**src/rtl/fwd_hazard_ctrl.sv**
```systemverilog
// rtl/fwd_hazard_ctrl.sv - EX-stage forwarding select, load-use stall and branch flush controller
module fwd_hazard_ctrl #(
    parameter int CNT_W = 16
) (
    input  logic             clock,
    input  logic             reset,
    input  logic             id_valid,
    input  logic [4:0]       id_rs1,
    input  logic [4:0]       id_rs2,
    input  logic             id_uses_rs1,
    input  logic             id_uses_rs2,
    input  logic             id_uses_pc,
    input  logic             id_uses_imm,
    input  logic [4:0]       id_rd,
    input  logic             id_reg_we,
    input  logic             id_is_load,
    input  logic             ex_br_taken,
    output logic [1:0]       alu_a_sel,
    output logic [1:0]       alu_b_sel,
    output logic             stall,
    output logic             flush,
    output logic [CNT_W-1:0] stall_cnt,
    output logic [CNT_W-1:0] flush_cnt
);

    localparam logic [1:0] SEL_REG = 2'b00;
    localparam logic [1:0] SEL_ALT = 2'b01;
    localparam logic [1:0] SEL_MEM = 2'b10;
    localparam logic [1:0] SEL_WB  = 2'b11;
    localparam logic [CNT_W-1:0] CNT_ONE = {{(CNT_W-1){1'b0}}, 1'b1};
    localparam logic [CNT_W-1:0] CNT_MAX = {CNT_W{1'b1}};

    logic       ex_valid, ex_we, ex_load;
    logic [4:0] ex_rd;
    logic       mem_valid, mem_we, mem_load;
    logic [4:0] mem_rd;
    logic       wb_valid, wb_we, wb_load;
    logic [4:0] wb_rd;

    logic       ex_writing, mem_writing;
    logic       rs1_hit_ex, rs1_hit_mem, rs2_hit_ex, rs2_hit_mem;
    logic       bubble;
    logic [1:0] a_sel_next, b_sel_next;

    assign ex_writing  = ex_valid  & ex_we  & (ex_rd  != 5'd0);
    assign mem_writing = mem_valid & mem_we & (mem_rd != 5'd0);

    assign rs1_hit_ex  = id_uses_rs1 & (id_rs1 != 5'd0) & ex_writing  & (ex_rd  == id_rs1);
    assign rs1_hit_mem = id_uses_rs1 & (id_rs1 != 5'd0) & mem_writing & (mem_rd == id_rs1);
    assign rs2_hit_ex  = id_uses_rs2 & (id_rs2 != 5'd0) & ex_writing  & (ex_rd  == id_rs2);
    assign rs2_hit_mem = id_uses_rs2 & (id_rs2 != 5'd0) & mem_writing & (mem_rd == id_rs2);

    // A taken branch squashes the ID instruction, so it can never also stall.
    assign flush = ex_br_taken;
    assign stall = id_valid & ~ex_br_taken & ex_writing & ex_load &
                   ((id_uses_rs1 & (id_rs1 == ex_rd)) | (id_uses_rs2 & (id_rs2 == ex_rd)));
    assign bubble = stall | flush | ~id_valid;

    // The EX-slot producer is the youngest, so it takes priority over MEM.
    always_comb begin
        a_sel_next = SEL_REG;
        b_sel_next = SEL_REG;
        if (!bubble) begin
            if (id_uses_pc)       a_sel_next = SEL_ALT;
            else if (rs1_hit_ex)  a_sel_next = SEL_MEM;
            else if (rs1_hit_mem) a_sel_next = SEL_WB;

            if (id_uses_imm)      b_sel_next = SEL_ALT;
            else if (rs2_hit_ex)  b_sel_next = SEL_MEM;
            else if (rs2_hit_mem) b_sel_next = SEL_WB;
        end
    end

    always_ff @(posedge clock) begin
        if (!reset) begin
            ex_valid  <= 1'b0;
            ex_rd     <= 5'd0;
            ex_we     <= 1'b0;
            ex_load   <= 1'b0;
            mem_valid <= 1'b0;
            mem_rd    <= 5'd0;
            mem_we    <= 1'b0;
            mem_load  <= 1'b0;
            wb_valid  <= 1'b0;
            wb_rd     <= 5'd0;
            wb_we     <= 1'b0;
            wb_load   <= 1'b0;
            alu_a_sel <= SEL_REG;
            alu_b_sel <= SEL_REG;
        end else begin
            wb_valid  <= mem_valid;
            wb_rd     <= mem_rd;
            wb_we     <= mem_we;
            wb_load   <= mem_load;
            mem_valid <= ex_valid;
            mem_rd    <= ex_rd;
            mem_we    <= ex_we;
            mem_load  <= ex_load;
            ex_valid  <= ~bubble;
            ex_rd     <= bubble ? 5'd0 : id_rd;
            ex_we     <= ~bubble & id_reg_we;
            ex_load   <= ~bubble & id_is_load;
            alu_a_sel <= a_sel_next;
            alu_b_sel <= b_sel_next;
        end
    end

    always_ff @(posedge clock) begin
        if (!reset) begin
            stall_cnt <= '0;
            flush_cnt <= '0;
        end else begin
            if (stall && stall_cnt != CNT_MAX) stall_cnt <= stall_cnt + CNT_ONE;
            if (flush && flush_cnt != CNT_MAX) flush_cnt <= flush_cnt + CNT_ONE;
        end
    end

endmodule

```
**config.mk**
```make
export PLATFORM = sky130hd
export DESIGN_NAME = fwd_hazard_ctrl
export DESIGN_NICKNAME = d
export VERILOG_FILES = /design/src/rtl/fwd_hazard_ctrl.sv
export SDC_FILE = /design/constraint.sdc
export NUM_CORES = 1
export LEC_CHECK = 0
export BUFFER_PORTS_ARGS = -buffer_cell sky130_fd_sc_hd__buf_2
export CORE_UTILIZATION = 27
export CTS_CLUSTER_SIZE = 10
export DETAILED_ROUTE_END_ITERATION = 8
export PLACE_DENSITY_LB_ADDON = 0.05
export SYNTH_ARGS = -nofsm -noshare
export SYNTH_HDL_FRONTEND = slang
export SYNTH_SLANG_ARGS = --single-unit
```
**constraint.sdc**
```tcl
create_clock -name clock -period 4.3 [get_ports clock]
set_input_delay 0.215 -clock clock [delete_from_list [all_inputs] [get_ports clock]]
set_output_delay 0.215 -clock clock [all_outputs]
set_load 0.01 [all_outputs]
```
==> summary.json, run 1 <==
{
  "run_status": {
    "status": "complete, no violations"
  },
  "setup_path": {
    "r2r_cells": 6,
    "critical_path.startpoint_type": "flip-flop",
    "source_of_the_worst_register_to_register_timing_path": "ex_rd[0]",
    "arrival_ns": 2.13,
    "critPathRequiredTime_ns": 4.09,
    "endpoint_kind": "output port",
    "worst-setup-path-type": "flip-flop to output port",
    "critical_path_peak_fanout": 16,
    "reg2reg_setup_slack_ns": 2.23,
    "crit-reg2reg-capture": "stall_cnt[15]"
  },
  "clock_tree": {
    "tritoncts_clock_tree": "yes",
    "cts-hold-fix-buffers": 0,
    "post_cts.resized_instances": 0,
    "clock_latency_at_the_later_pin_of_the_worst_skew_pair_ns": 0.30,
    "cts-root-buf": "clkbuf_8",
    "cts.sink_count": 51,
    "cts-root-to-sink-buffers": 2,
    "clk_pin_slew_worst_paths_ns": 0.09,
    "tritoncts.num_buffers": 5,
    "htree_levels": 2,
    "cts_setup_buffers": 0
  },
  "worst_hold_path": {
    "worstHoldEndpoint": "alu_a_sel[1]",
    "worstHoldPathCells": 2,
    "hold_path.startpoint": "id_uses_pc",
    "min_delay_worst_type": "primary input to flip-flop"
  },
  "routing": {
    "drc": 0,
    "routed_via_count": 2183,
    "viasPerCell": 4.82,
    "avgRoutedWirePerCell_um": 13.6,
    "dr.first_iter.drc_count": 93,
    "postRouteWirelength_um": 6150,
    "drt_pre_antenna_iters": 4,
    "route.antenna.remaining_nets": 0
  },
  "die": {
    "initial_utilization_pct": 28.0,
    "total_die_area_um2": 9460,
    "coreArea_um2": 8760,
    "std_cell_rows": 34,
    "floorplan.die.width_um": 97.3,
    "io_pins": 63,
    "fp.dieH_um": 97.3
  },
  "logic_synthesis": {
    "number_of_flops_mapped_to_enable_cells_by_yosys": 0,
    "synth_compound_area_share_pct": 11.5,
    "yosys_warnings": 0,
    "synth-seq-cells": 51,
    "synth.avg_cell_area_um2": 8.66,
    "yosys.area_share.simple_pct": 30.3,
    "yosys.cell_types.count": 39,
    "yosys_most_used_dff": "dfxtp_1",
    "mappedNetlistArea_um2": 2450,
    "synth.mux.area_fraction_pct": 1.23,
    "async_reset_ff_share_pct": 0,
    "synth-xor-area-share_pct": 11.4,
    "synthesis.nets": 310,
    "synth_top_family_by_area": "simple AND/OR/NAND/NOR gates",
    "sequential_element_share_of_the_synthesized_area_pct": 41.7,
    "synth_adder_area_share_pct": 1.02,
    "postSynthCellCount": 283
  },
  "sta": {
    "slew_viol_final": 0,
    "largest_clock_skew_in_the_final_design_ns": 0.00484,
    "setup-violations-final": 0,
    "grt_setup_unrepaired": "false",
    "maxClockFrequency_ghz": 0.426,
    "totalNegativeSetupSlack_ns": 0,
    "finalHoldViolations": 0,
    "finalCritPeriodShare_pct": 54.6,
    "fin_ws_ns": 1.95,
    "fin_crit_ns": 2.35,
    "max_slew.worst_pin.slew_ns": 0.811,
    "slew_headroom_pct": 45.6
  },
  "global_route": {
    "grt-ovfl-total": 0,
    "grt_pass1_wl_um": 10400,
    "antenna_violations_before_repair": 0,
    "grt_max_degree": 27,
    "grt_pass1_vias": 2046,
    "groute.usage.overall_pct": 13.6
  },
  "placement": {
    "placed_cells": 445,
    "place.gp.congestion": 0.796,
    "io_buffers": 62,
    "place_ws_ns": 2.21,
    "place.detailed.hpwl_um": 4600
  },
  "power": {
    "total_power_uw": 840,
    "power_per_cell_area_nw_per_um2": 285,
    "p_comb_share_pct": 6.9,
    "power_frac_seq_pct": 57.6,
    "cellInternalPower_uw": 635,
    "power.clock.fraction_pct": 35.5,
    "switching_power_of_the_nets_uw": 205,
    "switching_share_pct": 24.4,
    "cellLeakagePower_uw": 0.00115,
    "vdd_drop_max_v": 0.000112
  },
  "layout": {
    "antennaDiodeCount": 0,
    "syn2layout_area_growth_pct": 20.2,
    "utilization_pct": 33.6,
    "layout.nets": 371,
    "layout-drive-gt1-share_pct": 22.3,
    "final-instance-count-excl-fill": 453
  },
  "flow_run": {
    "cap_viol_max_count": 0
  }
}
## layer usage
layer / vias to the layer above / track usage, % / share of wire [%]
met5: - / 0 / 0
met3: 5 / 2.66 / 3.5
met2: 45 / 21.9 / 47
met1: 1012 / 18.5 / 49
li1: 1121 / - / -
met4: 0 / 3.73 / 0.91
## layout by cell type (no fill, tap or decap), types with 3 or more instances in the layout
cell	synthesis	routed
nand2_1	27	27
inv_1	3	3
dfxtp_1	51	51
and4_1	3	3
o31ai_1	7	7
buf_2	1	62
xor2_1	14	14
or3_1	6	6
nand4_1	7	7
or4_1	10	10
nand2b_1	3	3
a21oi_1	15	15
nor2_1	25	25
and3_1	7	7
xnor2_1	18	18
o21ai_0	10	10
nand3_1	18	18
and2_1	15	15
clkbuf_8	0	6
nor3_1	11	11
mux2i_1	3	3
## power groups by stage
| stage | sequential (µW) | clock [µW] | combinational (µW) |
|---|---|---|---|
| 2_1_floorplan | 494 | 0 | 32.6 |
| 3_3_place_gp | 495 | 0 | 59.6 |
| 3_5_place_dp | 495 | 0 | 58.7 |
| 4_1_cts | 484 | 314 | 59.0 |
| 5_1_grt | 485 | 334 | 64.7 |
| 6_report | 484 | 299 | 57.9 |
## flip-flops by register name (all words and copies together), names as in the netlist
register / cells
flush_cnt: 16
stall_cnt: 16
ex_rd: 5
mem_rd: 5
alu_a_sel: 2
alu_b_sel: 2
ex_load: 1
ex_valid: 1
ex_we: 1
mem_valid: 1
mem_we: 1
## cell families (layout without fill, tap and decap cells)
kind of cell / Yosys count / in the layout
DFF: 51 / 51
buffers and inverters: 13 / 75
and+or+nand+nor: 139 / 139
xor gates and xnor gates: 32 / 32
adders and majority gates: 2 / 2
muxes: 3 / 3
AOI/OAI and AO/OA: 43 / 43
## per-stage QoR
stage	hold slack (ns)	cell area (µm²)
after detailed placement	0.401	2850
after CTS	0.0658	2950
after floorplan	0.291	2450
final	0.0807	2950
after global placement	0.402	2850
after global routing	0.0741	2950
## synth_stat cells (3+ instances only)
cell type / count / area, µm²
a21oi_1: 15 / 75.1
and2_1: 15 / 93.8
and3_1: 7 / 43.8
and4_1: 3 / 26.3
clkbuf_1: 4 / 15.0
dfxtp_1: 51 / 1020
inv_1: 3 / 11.3
mux2i_1: 3 / 30.0
nand2_1: 27 / 101
nand2b_1: 3 / 18.8
nand3_1: 18 / 90.1
nand4_1: 7 / 43.8
nor2_1: 25 / 93.8
nor3_1: 11 / 55.1
o21ai_0: 10 / 50.1
o31ai_1: 7 / 52.6
or3_1: 6 / 37.5
or4_1: 10 / 75.1
xnor2_1: 18 / 158
xor2_1: 14 / 123
## worst max-delay path, stage by stage (launching register included)
cell and delay (ns):
dfxtp_1 0.36, or3_1 0.38, o311a_1 0.34, and3_1 0.29, o21ai_4 0.21, inv_1 0.09, buf_2 0.15
## how the worst max path moves through the flow
| stage | cells past startpoint | slack [ns] | endpoint | start |
|---|---|---|---|---|
| 2_1_floorplan | 9 | 2.44 | ex_load | ex_rd[0] |
| 3_3_place_gp | 7 | 2.17 | ex_rd[3] | ex_rd[0] |
| 3_5_place_dp | 7 | 2.21 | ex_rd[3] | ex_rd[0] |
| 4_1_cts | 6 | 1.90 | stall | ex_rd[0] |
| 5_1_grt | 6 | 1.79 | stall | ex_rd[0] |
| 6_report | 6 | 1.95 | stall | ex_rd[0] |
## area by class of cell
cell class / count / area [µm²]
repair buffers: 62 / 310
fillers: 937 / 5820
multi-input cells: 219 / 1360
well taps: 108 / 135
clock inverters: 2 / 16.3
clock buffers: 6 / 82.6
inverters: 5 / 20.0
flip-flops and latches: 51 / 1020
Power figures use the tool's default switching activity.
==> inputs of run 2 (changes only) <==
Clock period 4.3 ns to 1.9 ns, I/O delays scaled along.
==> run 2 against run 1 <==
  * The run now ends with setup timing left
  * Final cell count is 11% higher
  * Flip-flop and latch count unchanged
  * First-iteration DRC count is 46% lower
  * Utilization up 6.2 points
  * Setup slack got worse by 2.0 ns
  * Global-route usage rose by 0.79 points
  * Via count increased by 8.2%
  * Combinational power grew to 3.1 times the previous value
  * Critical path depth is 3 higher
  * Count of clock-buffer cells in the layout did not move
  * Sequential power rose by 130%
  * Critical endpoint is now ex_rd[0]
  * Largest power group unchanged
  * Highest routed layer unchanged
==> summary.json, run 2 (synthesized netlist as in run 1, its figures left out) <==
{
  "sta": {
    "max_slew.worst_pin.slew_ns": 0.617,
    "fin_ws_ns": -0.0313,
    "setup-violations-final": 12,
    "maxClockFrequency_ghz": 0.518,
    "hold_ws_ns": 0.00829,
    "finalHoldViolations": 0,
    "largest_clock_skew_in_the_final_design_ns": 0.00488,
    "slew_headroom_pct": 58.4,
    "slew_viol_final": 0,
    "totalNegativeSetupSlack_ns": -0.231,
    "fin_crit_ns": 1.93,
    "finalCritPeriodShare_pct": 102,
    "grt_setup_unrepaired": "true"
  },
  "clock_tree": {
    "cts-root-buf": "clkbuf_8",
    "clk_pin_slew_worst_paths_ns": 0.09,
    "cts-root-to-sink-buffers": 2,
    "cts.sink_count": 51,
    "clock_latency_at_the_later_pin_of_the_worst_skew_pair_ns": 0.30,
    "htree_levels": 2,
    "tritoncts_clock_tree": "yes",
    "tritoncts.num_buffers": 5
  },
  "routing": {
    "postRouteWirelength_um": 6690,
    "drc": 0,
    "avgRoutedWirePerCell_um": 13.3,
    "drt_pre_antenna_iters": 4,
    "route.antenna.remaining_nets": 0,
    "viasPerCell": 4.71,
    "dr.first_iter.drc_count": 50,
    "routed_via_count": 2362
  },
  "setup_path": {
    "crit-reg2reg-capture": "ex_rd[0]",
    "critical_path_peak_fanout": 8,
    "reg2reg_setup_slack_ns": -0.03,
    "worst-setup-path-type": "flip-flop to flip-flop",
    "crit_path_top_delay_cell": "or3_1",
    "critical_path.startpoint_type": "flip-flop",
    "crit_path_start": "ex_rd[0]",
    "cp_slowest_stage_delay_ns": 0.36,
    "r2r_cells": 9,
    "source_of_the_worst_register_to_register_timing_path": "ex_rd[0]",
    "endpoint_kind": "flip-flop",
    "worst_setup_path_endpoint": "ex_rd[0]",
    "critical_path.cell_chain": "or3_1, o311a_1, and3_4, o21ai_4, buf_8, buf_8, nand3_4, inv_4, and2_4",
    "arrival_ns": 2.18,
    "crit_top_cell": "buf_8",
    "critPathRequiredTime_ns": 2.15
  },
  "layout": {
    "syn2layout_area_growth_pct": 42.3,
    "layout_common_cells": "buf_2 (62), dfxtp_1 (45), buf_4 (37)",
    "antennaDiodeCount": 0,
    "fillers": 946,
    "utilization_pct": 39.8,
    "layout-drive-gt1-share_pct": 36.3,
    "postLayoutCellArea_um2": 3490,
    "layout.nets": 420,
    "top_regs": "flush_cnt (16), stall_cnt (16)",
    "layout.cells.most_common": "buf_2"
  },
  "die": {
    "std_cell_rows": 34,
    "coreArea_um2": 8760,
    "io_pins": 63,
    "fp.dieH_um": 97.3,
    "initial_utilization_pct": 28.0,
    "floorplan.die.width_um": 97.3,
    "total_die_area_um2": 9460
  },
  "power": {
    "vdd_drop_max_v": 0.000256,
    "power_per_cell_area_nw_per_um2": 588,
    "cellLeakagePower_uw": 0.00145
  },
  "run_status": {
    "status": "finished with violations",
    "failed_checks": "setup timing"
  },
  "global_route": {
    "grt_pass1_wl_um": 11300,
    "grt-ovfl-total": 0,
    "antenna_violations_before_repair": 0,
    "groute.usage.overall_pct": 14.4,
    "grt_max_degree": 16,
    "grt_pass1_vias": 2345
  },
  "placement": {
    "place.detailed.hpwl_um": 4990,
    "place.gp.congestion": 0.732,
    "dpl-instance-area_um2": 3090,
    "place_ws_ns": -0.0203,
    "io_buffers": 62
  },
  "flow_run": {
    "cap_viol_max_count": 0
  },
  "worst_hold_path": {
    "min_delay_worst_type": "primary input to flip-flop"
  }
}
## run 2: routing by layer
metal / share of wire [%] / wire, µm / track usage [%] / vias up
met5: 0 / 0 / 0 / -
met3: 2.9 / 191 / 2.30 / 2
met1: 48 / 3230 / 19.5 / 1092
met2: 48 / 3230 / 23.8 / 43
li1: - / - / - / 1225
met4: 0.54 / 36 / 3.62 / 0
## run 2: worst min-delay path by stage
stage,from,end,slack (ns),cells after the start
after CTS,id_rd[3],ex_rd[3],0.002,2
after detailed placement,id_uses_pc,alu_a_sel[1],0.28,2
after floorplan,id_uses_pc,alu_a_sel[1],0.17,1
final,id_rd[3],ex_rd[3],0.008,2
after global placement,id_uses_pc,alu_a_sel[1],0.28,2
after global routing,id_rd[3],ex_rd[3],0.01,2
## run 2: layout make-up
type | instances | area, µm² | share of cell area (%)
inverters | 5 | 21.3 | 0.610
flip-flops and latches | 51 | 1030 | 29.5
clock inverters | 2 | 35.0 | 1.00
well taps | 108 | 135 | 3.87
clock buffers | 6 | 82.6 | 2.37
multi-input cells | 219 | 1470 | 42.0
repair buffers | 111 | 721 | 20.7
## run 2: power by group
part	total (µW)	switching, µW	internal [µW]
Sequential	1090	9.39	1080
Combinational	177	87.2	89.7
Clock	784	358	427
## run 2: critical path, delay by kind of cell (launching register included)
family	cells	cell delay [ns]
and+or+nand+nor	4	0.78
AOI/OAI and AO/OA	2	0.38
buffers and inverters	3	0.38
DFF	1	0.33
## run 2: through the flow
stage                     total power, µW  instances
after floorplan                      1190        283
after global placement               1270        477
after detailed placement             1270        477
after CTS                            2100        498
after global routing                 2160        502
final                                2050        502
## run 2: timing repair
item                                   in CTS  in global routing
gates resized for setup                     6                 30
setup buffers                               5                  4
pin swaps                                   8                 18
endpoints found under the hold margin       8                  0
setup endpoints to repair                  14                 22
hold buffers                                8                  0
==> inputs of run 3 (changes only) <==
Settings changed: CORE_MARGIN set to 10, CORE_UTILIZATION 27 to 30.
==> run 3 against run 2 <==
  * The run still ends with setup timing left
  * Via count is 0.68% lower
  * Non-clock buffer count is 4 lower
  * Largest cell class unchanged
  * Clock power is 12% lower
  * Sequential share of layout area is 0.55 points higher
  * Flip-flop and latch count stayed put
  * Die area is 29% higher
==> summary.json, run 3 (synthesized netlist as in run 1, its figures left out) <==
{
  "sta": {
    "setup-violations-final": 3,
    "finalHoldViolations": 0,
    "slew_headroom_pct": 74.6,
    "fin_ws_ns": -0.0234,
    "maxClockFrequency_ghz": 0.520,
    "max_slew.worst_pin.slew_ns": 0.378,
    "fin_crit_ns": 1.92,
    "totalNegativeSetupSlack_ns": -0.0358,
    "grt_setup_unrepaired": "true",
    "finalCritPeriodShare_pct": 101,
    "hold_ws_ns": 0.153,
    "slew_viol_final": 0,
    "largest_clock_skew_in_the_final_design_ns": 0.00503
  },
  "routing": {
    "dr.first_iter.drc_count": 56,
    "drc": 0,
    "viasPerCell": 4.77,
    "routed_via_count": 2346,
    "drt_pre_antenna_iters": 4,
    "route.antenna.remaining_nets": 0,
    "avgRoutedWirePerCell_um": 14.0,
    "postRouteWirelength_um": 6890
  },
  "setup_path": {
    "worst-setup-path-type": "flip-flop to output port",
    "arrival_ns": 1.83,
    "critPathRequiredTime_ns": 1.80,
    "critical_path.startpoint_type": "flip-flop",
    "cp_slowest_stage_delay_ns": 0.39,
    "critical_path.cell_chain": "or3_1, o311a_1, and3_4, o21ai_4, inv_2, buf_6",
    "critical_path_peak_fanout": 4,
    "cp_top_family": "simple AND/OR/NAND/NOR gates",
    "crit_path_top_delay_cell": "o311a_1",
    "cp_num_buf_inv": 2,
    "endpoint_kind": "output port"
  },
  "run_status": {
    "status": "finished with violations",
    "failed_checks": "setup timing"
  },
  "die": {
    "coreArea_um2": 7850,
    "io_pins": 63,
    "floorplan.die.width_um": 110,
    "std_cell_rows": 32,
    "fp.dieH_um": 110,
    "initial_utilization_pct": 31.2,
    "total_die_area_um2": 12200
  },
  "global_route": {
    "grt-ovfl-total": 0,
    "grt_pass1_wl_um": 11200,
    "antenna_violations_before_repair": 0,
    "grt_pass1_vias": 2311,
    "groute.usage.overall_pct": 11.4,
    "grt_max_degree": 21
  },
  "layout": {
    "layout.cells.most_common": "buf_2",
    "utilization_pct": 43.7,
    "syn2layout_area_growth_pct": 39.9,
    "layout_common_cells": "buf_2 (61), dfxtp_1 (46), buf_4 (35)",
    "top_regs": "flush_cnt (16), stall_cnt (16)",
    "fillers": 848,
    "antennaDiodeCount": 0,
    "layout-drive-gt1-share_pct": 36.2,
    "layout.nets": 416
  },
  "clock_tree": {
    "tritoncts_clock_tree": "yes",
    "clock_latency_at_the_later_pin_of_the_worst_skew_pair_ns": 0.31,
    "tritoncts.num_buffers": 5,
    "cts-root-to-sink-buffers": 2,
    "cts-root-buf": "clkbuf_8",
    "htree_levels": 2,
    "clk_pin_slew_worst_paths_ns": 0.10,
    "cts.sink_count": 51
  },
  "power": {
    "power_per_cell_area_nw_per_um2": 571,
    "cellLeakagePower_uw": 0.00140,
    "vdd_drop_max_v": 0.000323
  },
  "flow_run": {
    "cap_viol_max_count": 0
  },
  "worst_hold_path": {
    "min_delay_worst_type": "primary input to flip-flop"
  },
  "placement": {
    "place.gp.congestion": 0.921,
    "io_buffers": 62,
    "place.detailed.hpwl_um": 5360
  }
}
## run 3: cell types whose count changed in the layout (fill, tap and decap cells not counted), sizes merged
cell	before	now
buf	103	98
inv	4	5
dlygate4sd3	8	9
bufinv	1	0
clkinvlp	0	1
clkbuf	6	5
## run 3: where the power goes
part           switching (µW)  internal [µW]
Sequential               9.84           1080
Clock                     417            274
Combinational            88.8           88.2
## run 3: stage by stage
step / instances / setup WS [ns] / instance area [µm²] / power [µW]
2_1_floorplan: 283 / 0.0358 / 2450 / 1190
3_3_place_gp: 467 / 0.00708 / 3050 / 1270
3_5_place_dp: 467 / -0.0271 / 3050 / 1270
4_1_cts: 488 / -0.0335 / 3280 / 1990
5_1_grt: 492 / -0.0908 / 3430 / 2060
6_report: 492 / -0.0234 / 3430 / 1960
## run 3: layer usage
| layer | vias to the layer above | global-route usage, % | wire, µm | part of all wire [%] |
|---|---|---|---|---|
| met3 | 4 | 3.02 | 359 | 5.2 |
| li1 | 1216 | - | - | - |
| met5 | - | 0 | 0 | 0 |
| met1 | 1076 | 14.1 | 3130 | 45 |
| met4 | 0 | 3.03 | 48 | 0.70 |
| met2 | 50 | 19.2 | 3350 | 49 |
## run 3: path summary, 6_finish.rpt
kind | slack (ns) | from | to | cells after the start
min reg2reg | 0.47 | stall_cnt[14] | stall_cnt[14] | 2
min | 0.15 | reset | flush_cnt[1] | 3
max reg2reg | -0.01 | ex_rd[1] | stall_cnt[13] | 9
max | -0.02 | ex_rd[1] | stall | 6
## run 3: cell type report
cell class                      instances  area, µm²  share of cell area, %
Sequential cell                        51       1030                   30.0
Inverter                                5       23.8                  0.693
Clock inverter                          3       27.5                  0.803
Timing Repair Buffer                  107        681                   19.9
Tap cell                              102        128                   3.72
Clock buffer                            5       68.8                   2.01
Multi-Input combinational cell        219       1470                   42.9
## run 3: timing repair
action	CTS	global route
setup endpoints to repair	11	26
gates resized for setup	7	27
hold endpoints to repair	9	1
buffers inserted	5	3
hold buffers	8	1
pin swaps	7	12
## run 3: tightest hold or removal path: cells and delay by family
kind / cells / cell delay [ns]
buffers and inverters: 1 / 0.17
and+or+nand+nor: 1 / 0.09
AOI/OAI and AO/OA: 1 / 0.07
